===== config.mk =====
export PLATFORM = sky130hd
export DESIGN_NAME = vedic_mul_arbiter
export DESIGN_NICKNAME = d
export VERILOG_FILES = /design/src/rtl/vedic_mul_pkg.sv /design/src/rtl/vedic_mul_arbiter_vedic_8X8.sv /design/src/rtl/vedic_mul_arbiter.sv
export SDC_FILE = /design/constraint.sdc
export NUM_CORES = 1
export LEC_CHECK = 0
export CORE_UTILIZATION = 45
export CTS_CLUSTER_DIAMETER = 100
export DETAILED_ROUTE_END_ITERATION = 6
export GPL_TIMING_DRIVEN = 0
export PLACE_DENSITY = 0.73
export REMOVE_ABC_BUFFERS = 1
export SYNTH_ARGS = -nofsm -noshare
export SYNTH_HDL_FRONTEND = slang
export SYNTH_SLANG_ARGS = --single-unit

===== constraint.sdc =====
create_clock -name clk -period 5.6 [get_ports clk]
set_clock_uncertainty 0.1 [all_clocks]
set_input_delay 1.12 -clock clk [delete_from_list [all_inputs] [get_ports clk]]
set_output_delay 1.12 -clock clk [all_outputs]
set_load 0.03 [all_outputs]

===== src/rtl/vedic_mul_pkg.sv =====
// Shared types and sizing for the round-robin arbiter in front of a single vedic 8x8 multiplier.
package vedic_mul_pkg;

  localparam int unsigned NUM_REQ_DEF = 4;
  localparam int unsigned OP_W        = 8;
  localparam int unsigned PROD_W      = 16;

  // Tag width for n requesters, never narrower than one bit.
  function automatic int unsigned id_w(input int unsigned n);
    return (n > 1) ? $clog2(n) : 1;
  endfunction

  typedef enum logic [1:0] {
    IDLE = 2'd0,
    MUL  = 2'd1,
    HOLD = 2'd2
  } state_e;

endpackage


===== src/rtl/vedic_mul_arbiter_vedic_8X8.sv =====
// Combinational 8x8 unsigned multiplier built from vedic 2x2 -> 4x4 -> 8x8 crosswise blocks.
module vedic_8X8
  import vedic_mul_pkg::*;
(
  input  logic [OP_W-1:0]   i_a,
  input  logic [OP_W-1:0]   i_b,
  output logic [PROD_W-1:0] o_prod_c
);

  function automatic logic [3:0] v2(input logic [1:0] a, input logic [1:0] b);
    logic c1, c2, cy, t;
    c1 = a[1] & b[0];
    c2 = a[0] & b[1];
    cy = c1 & c2;
    t  = a[1] & b[1];
    return {t & cy, t ^ cy, c1 ^ c2, a[0] & b[0]};
  endfunction

  // Each level combines four half-width products: low, two cross terms, high.
  function automatic logic [7:0] v4(input logic [3:0] a, input logic [3:0] b);
    logic [3:0] p0, p1, p2, p3;
    p0 = v2(a[1:0], b[1:0]);
    p1 = v2(a[3:2], b[1:0]);
    p2 = v2(a[1:0], b[3:2]);
    p3 = v2(a[3:2], b[3:2]);
    return 8'(p0) + 8'({p1, 2'b00}) + 8'({p2, 2'b00}) + {p3, 4'b0000};
  endfunction

  function automatic logic [15:0] v8(input logic [7:0] a, input logic [7:0] b);
    logic [7:0] p0, p1, p2, p3;
    p0 = v4(a[3:0], b[3:0]);
    p1 = v4(a[7:4], b[3:0]);
    p2 = v4(a[3:0], b[7:4]);
    p3 = v4(a[7:4], b[7:4]);
    return 16'(p0) + 16'({p1, 4'b0000}) + 16'({p2, 4'b0000}) + {p3, 8'b0000_0000};
  endfunction

  assign o_prod_c = v8(i_a, i_b);

endmodule


===== src/rtl/vedic_mul_arbiter.sv =====
// Round-robin arbiter sharing one vedic 8x8 multiplier among NUM_REQ requesters.
// Fixed two-edge latency from transfer to res_valid; result held until consumed.
module vedic_mul_arbiter
  import vedic_mul_pkg::*;
#(
  parameter int unsigned NUM_REQ = NUM_REQ_DEF,
  parameter int unsigned ID_W    = id_w(NUM_REQ)
) (
  input  logic                          clk,
  input  logic                          rst_n,
  input  logic [NUM_REQ-1:0]            req_valid,
  input  logic [NUM_REQ-1:0][OP_W-1:0]  req_a,
  input  logic [NUM_REQ-1:0][OP_W-1:0]  req_b,
  output logic [NUM_REQ-1:0]            req_ready,
  output logic                          res_valid,
  output logic [PROD_W-1:0]             res_data,
  output logic [ID_W-1:0]               res_id,
  input  logic                          res_ready,
  output logic                          busy
);

  state_e              r_state;
  logic [ID_W-1:0]     r_ptr;
  logic [OP_W-1:0]     r_op_a;
  logic [OP_W-1:0]     r_op_b;
  logic [ID_W-1:0]     r_tag;
  logic                r_res_valid;
  logic [PROD_W-1:0]   r_res_data;
  logic [ID_W-1:0]     r_res_id;
  logic                r_busy;

  logic [NUM_REQ-1:0]  w_grant;
  logic [ID_W-1:0]     w_gnt_id;
  logic [ID_W-1:0]     w_idx;
  logic                w_found;
  logic                w_xfer;
  logic [ID_W-1:0]     w_ptr_nxt;
  logic [PROD_W-1:0]   w_prod;

  // Round-robin search starting at r_ptr, ascending with wrap; first valid wins.
  always_comb begin
    w_grant  = '0;
    w_gnt_id = '0;
    w_idx    = '0;
    w_found  = 1'b0;
    for (int unsigned k = 0; k < NUM_REQ; k++) begin
      w_idx = ID_W'((32'(r_ptr) + k) % NUM_REQ);
      if (!w_found && req_valid[w_idx]) begin
        w_found         = 1'b1;
        w_grant[w_idx]  = 1'b1;
        w_gnt_id        = w_idx;
      end
    end
  end

  assign w_xfer    = (r_state == IDLE) && w_found;
  assign w_ptr_nxt = (w_gnt_id == ID_W'(NUM_REQ - 1)) ? '0 : w_gnt_id + ID_W'(1);

  // rst_n gating keeps req_ready quiet while reset is held with requests pending.
  assign req_ready = ((r_state == IDLE) && rst_n) ? w_grant : '0;

  vedic_8X8 u_mul (
    .i_a      (r_op_a),
    .i_b      (r_op_b),
    .o_prod_c (w_prod)
  );

  always_ff @(posedge clk or negedge rst_n) begin
    if (!rst_n) begin
      r_state     <= IDLE;
      r_ptr       <= '0;
      r_op_a      <= '0;
      r_op_b      <= '0;
      r_tag       <= '0;
      r_res_valid <= 1'b0;
      r_res_data  <= '0;
      r_res_id    <= '0;
      r_busy      <= 1'b0;
    end else begin
      case (r_state)
        IDLE: begin
          if (w_xfer) begin
            r_op_a  <= req_a[w_gnt_id];
            r_op_b  <= req_b[w_gnt_id];
            r_tag   <= w_gnt_id;
            r_ptr   <= w_ptr_nxt;
            r_state <= MUL;
            r_busy  <= 1'b1;
          end
        end
        MUL: begin
          r_res_data  <= w_prod;
          r_res_id    <= r_tag;
          r_res_valid <= 1'b1;
          r_state     <= HOLD;
        end
        HOLD: begin
          if (res_ready) begin
            r_res_valid <= 1'b0;
            r_state     <= IDLE;
            r_busy      <= 1'b0;
          end
        end
        default: begin
          r_res_valid <= 1'b0;
          r_state     <= IDLE;
          r_busy      <= 1'b0;
        end
      endcase
    end
  end

  assign res_valid = r_res_valid;
  assign res_data  = r_res_data;
  assign res_id    = r_res_id;
  assign busy      = r_busy;

endmodule


==> summary.md, run 1 <==
| Metric | Value |
|---|---|
| Outcome | `finished, violations left` |
| Failing checks | `negative setup slack` |
| FF+latch count, synth | `42` |
| Vias post-DR | `4354` |
| Period utilization | `108%` |
| # DRC | `0` |
| CP max stage cell | `fa_1` |
| Worst slack, placed | `-0.907 ns` |
| Clock latency at the later pin of the worst-skew pair | `0.30 ns` |
| Top Ports | `95` |
| Layout cells sized above 1 | `14.9%` |
| Critical Path AT | `6.07 ns` |
| Yosys cell types | `50` |
| CP startpoint kind | `flop` |
| Vias in the first global route | `4453` |
| CTS root buf | `clkbuf_16` |
| Drt pass-1 iters | `4` |
| Slew @ Worst Pin | `1.11 ns` |
| Global-route wire length before repair | `about 20 mm` |
| Die Span Y | `110 um` |
| Final setup viols | `6` |
| Row cnt | `39` |
| Syn_area_per_cell | `between 9 and 10 um2` |
| Final Hold Vio Count | `0` |
| Core area | `0.0114 mm2` |
| EDFF count, synth | `0` |
| Fin crit period | `6.02 ns` |
| RePlAce Congestion | `0.819` |
| Detailed Place HPWL | `9.39 mm` |
| CTS tree | `yes` |
| Max frequency | `166 MHz` |
| Worst slew margin | `26.3%` |
| Post-CTS Hold Fix Bufs | `0` |
| Final WL | `between 10 and 15 mm` |
| Register area share after synthesis | `19.9%` |
| Worst-path clk slew | `0.07 ns` |
| Final setup margin | `-0.424 ns` |
| Initial Util | `46.2%` |
| CP max FO | `3` |
| Setup crit end kind | `flop` |
| Die area | `0.0122 mm2` |
| Starting DRC count in detailed routing | `125` |
| Syn-to-layout area delta | `30.1%` |
| Max-slew violations | `0` |
| Via density | `between 5 and 6` |
| Chip width | `110 um` |
| Port bufs | `94` |
| Htree depth | `2` |
| Syn. warnings | `0` |
| Crit path required time | `5.64 ns` |
| Final net count | `847` |
| Max cap viols | `0` |
| Largest net degree at the start of global routing | `30` |
| Antenna-violating nets left | `0` |
| Total Routing Usage GR | `21.3%` |
| Total CTS buffers | `5` |
| HP Class | `flop to flop` |
| Diode count | `0` |
| Clock sinks | `42` |
| Ys flop type | `dfrtp_1` |
| Grt total ovfl | `0` |
| FFs w/ async S/R, synth | `100%` |
| CTS Buffer Depth | `2` |
| CP max stage delay | `0.57 ns` |
| Drt wl/cell | `15.2 um` |
| Mapped Area | `between 0.005 and 0.006 mm2` |
| Antenna violations before repair | `0` |
| Worst Path Class, Setup | `flop to flop` |
| Unrepaired setup endpoints after global routing | `true` |
| Synth Instances | `around 560` |
## worst paths after layout
path,startpoint,endpoint,slack (ns),depth (start not counted)
worst max-delay path,r_op_a[1],res_data[14],-0.42,28
min in group asynchronous,rst_n,res_data[11],0.63,1
worst max register to register,r_op_a[1],res_data[14],-0.42,28
max in group asynchronous,rst_n,r_op_b[1],4.27,2
worst min-delay path,res_data[12],res_data[12],0.38,2
worst min register to register,res_data[12],res_data[12],0.38,2
## worst max-delay path, delay by kind of cell, from the launching register on
kind	cells	cell delay, ns
xor+xnor	3	0.39
fa+ha+maj	9	2.60
simple gates	5	0.98
compound gates	7	1.00
buf+inv	4	0.35
flops	1	0.43
## per-layer routing
| layer | share of wire (%) | track usage [%] | vias to the layer above |
|---|---|---|---|
| met1 | 41 | 23.4 | 2105 |
| met4 | 1.6 | 5.64 | 0 |
| li1 | - | - | 2129 |
| met5 | 0 | 0 | - |
| met3 | 3.9 | 3.59 | 20 |
| met2 | 53 | 41.8 | 100 |
## synth_stat cells, types with 15 or more instances
cell,count,area share [%]
a21o_1,15,2.1
a21oi_1,25,2.4
and2_1,60,7.1
dfrtp_1,42,20
fa_1,23,8.7
ha_1,89,21
inv_1,59,4.2
mux2i_1,39,7.4
nand2_1,36,2.6
nor2_1,31,2.2
o21ai_0,21,2.0
xnor2_1,22,3.7
## cell type report
cell class | count | area [um2]
Clock buffer | 5 | 125
Clock inverter | 3 | 28.8
Fill cell | 987 | 4550
Inverter | 59 | 221
Multi-Input combinational cell | 443 | 4140
Sequential cell | 42 | 1060
Tap cell | 143 | 179
Timing Repair Buffer | 113 | 1110
## stage by stage
stage,cell area (um2),hold slack (ns),util (%),std cells,setup TNS (ns)
4_1_cts,6790,0.385,59.4,806,-0.730
2_1_floorplan,5150,0.346,-,544,-1.22
5_1_grt,6870,0.412,60.1,808,-3.29
3_5_place_dp,6320,0.370,55.3,783,-4.37
3_3_place_gp,6270,0.360,54.9,781,-5.14
6_report,6870,0.376,60.1,808,-1.79
## cell families after synthesis
group	Yosys count	share of synthesized area, %
mux	51	10.2
compound gates	97	13.2
flops	42	19.9
fa+ha+maj	112	29.8
xor+xnor	35	5.81
simple gates	148	14.5
buf+inv	77	6.57
## state kept, by name (all words and copies together) (netlist names)
signal and count:
res_data 16, r_state 2, r_ptr 2, r_tag 2, busy 1, res_valid 1
r_op_a 8, res_id 2, r_op_b 8
## layout by cell type (no fill, tap or decap), drive strengths merged, types with 2 or more instances in the layout
cell | Yosys | routed
xor2 | 13 | 13
a31oi | 2 | 2
nor3 | 2 | 2
buf | 13 | 20
a21o | 15 | 15
nor2b | 2 | 2
clkdlybuf4s50 | 0 | 93
mux2i | 39 | 39
nand2b | 4 | 4
inv | 59 | 61
a221oi | 16 | 16
nand3b | 2 | 2
mux2 | 11 | 11
o21ai | 23 | 23
a211oi | 3 | 3
xnor2 | 22 | 22
clkbuf | 5 | 5
and2 | 60 | 60
a21oi | 25 | 25
ha | 89 | 89
or3b | 2 | 2
o21a | 2 | 2
fa | 23 | 23
or2 | 3 | 3
nor2 | 31 | 31
nand2 | 36 | 36
a22o | 4 | 4
dfrtp | 42 | 42
## repair_timing
action,in CTS,in global routing
buffers inserted,15,2
gates resized for setup,51,10
pin swaps,33,19
setup endpoints to repair,8,7
Power of run 1 is not shown: default switching activity piles up to over one toggle a cycle in this logic, so the estimate is an artifact.
==> inputs of run 2 (changes only) <==
CTS_BUF_LIST = sky130_fd_sc_hd__clkbuf_8   (was default)
MAX_ROUTING_LAYER = met4   (was default)
==> run 2 against run 1 <==
- the flow still finishes with violations (negative setup slack)
- die area stayed put
- critical path depth is 2 lower
- first-iteration DRC count is 8.0% higher
- wire length hardly changed
- sequential share of layout area hardly changed
- setup slack worse by 0.0042 ns
- cell count is 0.12% higher
- cell area is 0.24% lower
- register-to-register slack hardly changed
- fmax hardly changed
- largest cell class unchanged
==> summary.md, run 2 (same netlist as run 1, synthesis figures left out) <==
| Metric | Value |
|---|---|
| Outcome | `finished, violations left (unchanged)` |
| Failing checks | `negative setup slack (unchanged)` |
| Slew @ Worst Pin | `1.12 ns (was 1.11 ns)` |
| Fin crit period | `6.03 ns (was 6.02 ns)` |
| Worst-path clk slew | `0.10 ns (was 0.07 ns)` |
| Antenna violations before repair | `0 (unchanged)` |
| Reg2reg setup slack | `-0.43 ns (was -0.42 ns)` |
| Reg2reg start | `r_op_b[0] (was r_op_a[1])` |
| HP Class | `flop to flop (unchanged)` |
| Filler cell count | `983 (was 987)` |
| Max cap viols | `0 (unchanged)` |
| Vias post-DR | `4342 (was 4354)` |
| # DRC | `0 (unchanged)` |
| Chip width | `110 um (unchanged)` |
| Crit path depth | `26 (was 28)` |
| CTS Buffer Depth | `2 (unchanged)` |
| CTS root buf | `clkbuf_8 (was clkbuf_16)` |
| Via density | `5.37 (was 5.39)` |
| Largest register FFs | `16 (unchanged)` |
| RePlAce Congestion | `0.831 (was 0.819)` |
| CP top delay family | `adder cells (unchanged)` |
| Worst path bufs/invs | `4 (unchanged)` |
| Vias in the first global route | `4436 (was 4453)` |
| Drt wl/cell | `15.2 um (about the same)` |
| Final setup viols | `6 (unchanged)` |
| Crit path required time | `5.67 ns (was 5.64 ns)` |
| Final WL | `12.3 mm (about the same)` |
| Total CTS buffers | `5 (unchanged)` |
| Grt total ovfl | `0 (unchanged)` |
| Core area | `0.0114 mm2 (unchanged)` |
| Antenna-violating nets left | `0 (unchanged)` |
| Period utilization | `108% (about the same)` |
| Critical Path AT | `6.10 ns (was 6.07 ns)` |
| Leading cell type in the layout, fill and taps excluded | `clkdlybuf4s50_1 (unchanged)` |
| Setup crit end kind | `flop (unchanged)` |
| Die Span Y | `110 um (unchanged)` |
| Clock latency at the later pin of the worst-skew pair | `0.32 ns (was 0.30 ns)` |
| Syn-to-layout area delta | `29.7% (was 30.1%)` |
| Worst slew margin | `25.3% (was 26.3%)` |
| Critical Path Sink | `res_data[14] (unchanged)` |
| Sequential cell area | `0.00106 mm2 (unchanged)` |
| Capturing point of the worst reg2reg path | `res_data[14] (unchanged)` |
| CP max stage cell | `fa_1 (unchanged)` |
| Total Routing Usage GR | `21.9% (was 21.3%)` |
| Worst Reg2Reg Path Length in Cells | `26 (was 28)` |
| Critical Path Source | `r_op_b[0] (was r_op_a[1])` |
| Max frequency | `166 MHz (about the same)` |
| Diode count | `0 (unchanged)` |
| Die area | `0.0122 mm2 (unchanged)` |
| Htree depth | `2 (unchanged)` |
| Port bufs | `94 (unchanged)` |
| Post-CTS Hold Fix Bufs | `0 (unchanged)` |
| Starting DRC count in detailed routing | `135 (was 125)` |
| Final Hold Vio Count | `0 (unchanged)` |
| Multi-input logic area | `0.00417 mm2 (was 0.00414 mm2)` |
| Clock sinks | `42 (unchanged)` |
| Unrepaired setup endpoints after global routing | `true (unchanged)` |
| Max-slew violations | `0 (unchanged)` |
| Detailed Place HPWL | `9.39 mm (unchanged)` |
| CP startpoint kind | `flop (unchanged)` |
| Most frequent cells in the layout | `clkdlybuf4s50_1, ha_1, and2_1, inv_1, mux2i_1 (unchanged)` |
| CP max stage delay | `0.51 ns (was 0.57 ns)` |
| Placed insts | `783 (unchanged)` |
| Global-route wire length before repair | `20.0 mm (unchanged)` |
| CTS tree | `yes (unchanged)` |
| Initial Util | `46.2% (unchanged)` |
| Drt pass-1 iters | `4 (unchanged)` |
| Row cnt | `39 (unchanged)` |
| Top Ports | `95 (unchanged)` |
| Fin cells | `809 (was 808)` |
| Worst Path Class, Setup | `flop to flop (unchanged)` |
| Layout cells sized above 1 | `15.6% (was 14.9%)` |
| Final setup margin | `-0.428 ns (was -0.424 ns)` |
| Largest net degree at the start of global routing | `30 (unchanged)` |
| CP max FO | `3 (unchanged)` |
| Final net count | `848 (was 847)` |
run 2: cell count changes in the layout (fill, tap and decap cells not counted):
cell       previous run  this run
inv_1                54        53
inv_2                 5         6
o311ai_1              1         0
nor2_2                1         2
nor2_1               29        28
clkbuf_16             5         0
ha_4                  9        11
buf_4                14        15
ha_2                  3         2
o311ai_2              0         1
clkbuf_8              0         5
ha_1                 77        76
run 2: worst reg2reg max path: cells and delay by family (launching register included):
family / cells / cell delay, ns
simple gates: 5 / 1.00
buf+inv: 4 / 0.35
fa+ha+maj: 10 / 2.99
flops: 1 / 0.44
xor+xnor: 2 / 0.31
compound gates: 5 / 0.68
run 2: final cells by class:
type / instances / share of cell area (%)
Clock buffer: 5 / 1.00
Clock inverter: 3 / 0.420
Inverter: 59 / 3.23
Multi-Input combinational cell: 443 / 60.9
Sequential cell: 42 / 15.4
Tap cell: 143 / 2.61
Timing Repair Buffer: 114 / 16.4
run 2: per-layer routing:
metal  wire, um  global-route usage, %  vias to the layer above
met5          0                      -                        -
met4        204                   6.67                        0
met3        423                   2.82                       17
met2       6620                   41.4                       94
met1       5080                   23.6                     2104
li1           -                      -                     2127
run 2: repair_timing:
| action | in CTS | in global routing |
|---|---|---|
| setup buffers | 15 | 3 |
| resized for setup | 52 | 14 |
| setup endpoints to repair | 8 | 7 |
| pin swaps | 32 | 21 |
run 2: worst min-delay path by stage:
| stage | start | endpoint | slack (ns) | depth (start not counted) |
|---|---|---|---|---|
| after floorplan | r_tag[1] | r_tag[1] | 0.35 | 1 |
| after detailed placement | res_data[12] | res_data[12] | 0.37 | 2 |
| final | res_data[12] | res_data[12] | 0.38 | 2 |
| after CTS | res_data[8] | res_data[8] | 0.39 | 2 |
| after global placement | r_tag[1] | r_tag[1] | 0.36 | 1 |
| after global routing | r_tag[1] | r_tag[1] | 0.42 | 1 |
run 2: metrics by stage:
| stage | area (um2) | setup slack, ns | setup TNS, ns | hold slack [ns] | util, % |
|---|---|---|---|---|---|
| floorplan | 5150 | -0.398 | -1.22 | 0.346 | - |
| global route | 6850 | -0.628 | -3.21 | 0.420 | 60.0 |
| global placement | 6270 | -0.815 | -5.14 | 0.360 | 54.9 |
| finish | 6850 | -0.428 | -1.84 | 0.382 | 60.0 |
| CTS | 6740 | -0.314 | -0.751 | 0.391 | 59.0 |
| detailed placement | 6320 | -0.907 | -4.37 | 0.370 | 55.3 |
Power of run 2 is left out for the same reason.
==> inputs of run 3 (changes only) <==
clock period = 5.3 ns   (was 5.6 ns; I/O delays follow)
==> run 3 against run 2 <==
- the run still ends with negative setup slack left
- die area unchanged
- sequential share of layout area down 0.14 points
- sequential cell count unchanged
- setup slack worse by 0.37 ns
- register-to-register slack worse by 0.37 ns
- cell count up 0.12%
- critical path depth up 2
- fmax down 1.1%
- worst hold slack about the same
- core utilization up 0.54 points
- non-clock buffer count up 1
==> summary.md, run 3 (same netlist as run 1, synthesis figures left out) <==
| Metric | Value |
|---|---|
| Outcome | `finished, violations left (unchanged)` |
| Failing checks | `negative setup slack (unchanged)` |
| Antenna violations before repair | `0 (unchanged)` |
| Setup crit end kind | `flop (unchanged)` |
| Detailed Place HPWL | `9.39 mm (unchanged)` |
| CP startpoint kind | `flop (unchanged)` |
| Finished Cell Area | `0.00691 mm2 (was 0.00685 mm2)` |
| Total CTS buffers | `5 (unchanged)` |
| Drt wl/cell | `15.4 um (was 15.2 um)` |
| Worst Reg2Reg Path Length in Cells | `28 (was 26)` |
| CP max stage cell | `fa_1 (unchanged)` |
| Antenna-violating nets left | `0 (unchanged)` |
| Starting DRC count in detailed routing | `152 (was 135)` |
| Leading cell type in the layout, fill and taps excluded | `clkdlybuf4s50_1 (unchanged)` |
| Worst slew margin | `25.3% (about the same)` |
| Final WL | `12.5 mm (was 12.3 mm)` |
| Max frequency | `164 MHz (was 166 MHz)` |
| Final setup viols | `8 (was 6)` |
| Crit path required time | `5.37 ns (was 5.67 ns)` |
| Final Hold Vio Count | `0 (unchanged)` |
| Core area | `0.0114 mm2 (unchanged)` |
| CP top delay family | `adder cells (unchanged)` |
| Most frequent cells in the layout | `clkdlybuf4s50_1, ha_1, and2_1, inv_1, mux2i_1 (unchanged)` |
| Syn-to-layout area delta | `30.9% (was 29.7%)` |
| Hold Path Stages | `2 (unchanged)` |
| Largest register FFs | `16 (unchanged)` |
| Worst-path clk slew | `0.10 ns (about the same)` |
| CP max FO | `3 (unchanged)` |
| Largest net degree at the start of global routing | `30 (unchanged)` |
| Total Routing Usage GR | `21.9% (about the same)` |
| Max cap viols | `0 (unchanged)` |
| Via density | `5.38 (was 5.37)` |
| Period utilization | `115% (was 108%)` |
| Worst path bufs/invs | `4 (unchanged)` |
| Initial Util | `46.2% (unchanged)` |
| Drt pass-1 iters | `4 (unchanged)` |
| Htree depth | `2 (unchanged)` |
| Row cnt | `39 (unchanged)` |
| Max-slew violations | `0 (unchanged)` |
| Top Ports | `95 (unchanged)` |
| RePlAce Congestion | `0.831 (unchanged)` |
| Layout cells sized above 1 | `16.6% (was 15.6%)` |
| Clock sinks | `42 (unchanged)` |
| Worst Path Class, Setup | `flop to flop (unchanged)` |
| Final net count | `849 (was 848)` |
| Hold slack | `0.383 ns (was 0.382 ns)` |
| CTS Buffer Depth | `2 (unchanged)` |
| # DRC | `0 (unchanged)` |
| HP Class | `flop to flop (unchanged)` |
| Clock latency at the later pin of the worst-skew pair | `0.32 ns (about the same)` |
| Die Span Y | `110 um (unchanged)` |
| CP max stage delay | `0.57 ns (was 0.51 ns)` |
| Chip width | `110 um (unchanged)` |
| Fin crit period | `6.10 ns (was 6.03 ns)` |
| Grt total ovfl | `0 (unchanged)` |
| Port bufs | `94 (unchanged)` |
| Vias in the first global route | `4431 (was 4436)` |
| Vias post-DR | `4359 (was 4342)` |
| Post-CTS Hold Fix Bufs | `0 (unchanged)` |
| Fin cells | `810 (was 809)` |
| Crit path depth | `28 (was 26)` |
| Cell Area, Placed | `0.00632 mm2 (unchanged)` |
| Unrepaired setup endpoints after global routing | `true (unchanged)` |
| Placed insts | `783 (unchanged)` |
| Die area | `0.0122 mm2 (unchanged)` |
| Diode count | `0 (unchanged)` |
| Global-route wire length before repair | `20.0 mm (about the same)` |
| Critical Path AT | `6.17 ns (was 6.10 ns)` |
| CTS root buf | `clkbuf_8 (unchanged)` |
| Final setup margin | `-0.797 ns (was -0.428 ns)` |
| Slew @ Worst Pin | `1.12 ns (about the same)` |
| CTS tree | `yes (unchanged)` |
| Reg2reg setup slack | `-0.80 ns (was -0.43 ns)` |
[run 3: cell type report]
class,count,area [um2]
Fill cell,965,4510
Clock buffer,5,68.8
Multi-Input combinational cell,443,4220
Inverter,59,221
Tap cell,143,179
Sequential cell,42,1060
Timing Repair Buffer,115,1130
Clock inverter,3,28.8
[run 3: what timing repair did]
action / CTS / global route
setup endpoints to repair: 9 / 8
pin swaps: 33 / 22
endpoints found under the hold margin: 0 / 0
resized for setup: 54 / 22
setup buffers: 15 / 4
[run 3: stage by stage]
stage,TNS [ns],util (%),worst slack (ns)
4_1_cts,-2.54,59.2,-0.614
2_1_floorplan,-3.05,-,-0.698
3_3_place_gp,-12.42,54.9,-1.12
5_1_grt,-6.28,60.5,-0.991
3_5_place_dp,-6.76,55.3,-1.21
6_report,-4.55,60.5,-0.797
[run 3: worst reg2reg max path: cells and delay by family (launching register included)]
kind                       cells  cell delay [ns]
DFF                            1             0.44
AOI/OAI and AO/OA              7             1.03
and+or+nand+nor                5             1.02
xor gates and xnor gates       3             0.47
buffers and inverters          4             0.36
adders and majority gates      9             2.53
[run 3: worst paths after layout]
check / start / to
worst max-delay path: r_op_b[0] / res_data[14]
worst min-delay path: res_data[12] / res_data[12]
worst max register to register: r_op_b[0] / res_data[14]
worst min register to register: res_data[12] / res_data[12]
max in group asynchronous: rst_n / r_op_b[1]
min in group asynchronous: rst_n / res_data[11]
[run 3: metal layers]
layer,GRT usage [%],vias up,share of wire [%]
met5,-,-,0
met4,6.67,0,1.8
met3,2.82,21,3.4
met2,41.0,100,53
met1,23.8,2102,42
li1,-,2136,-
Power of run 3 is left out for the same reason.
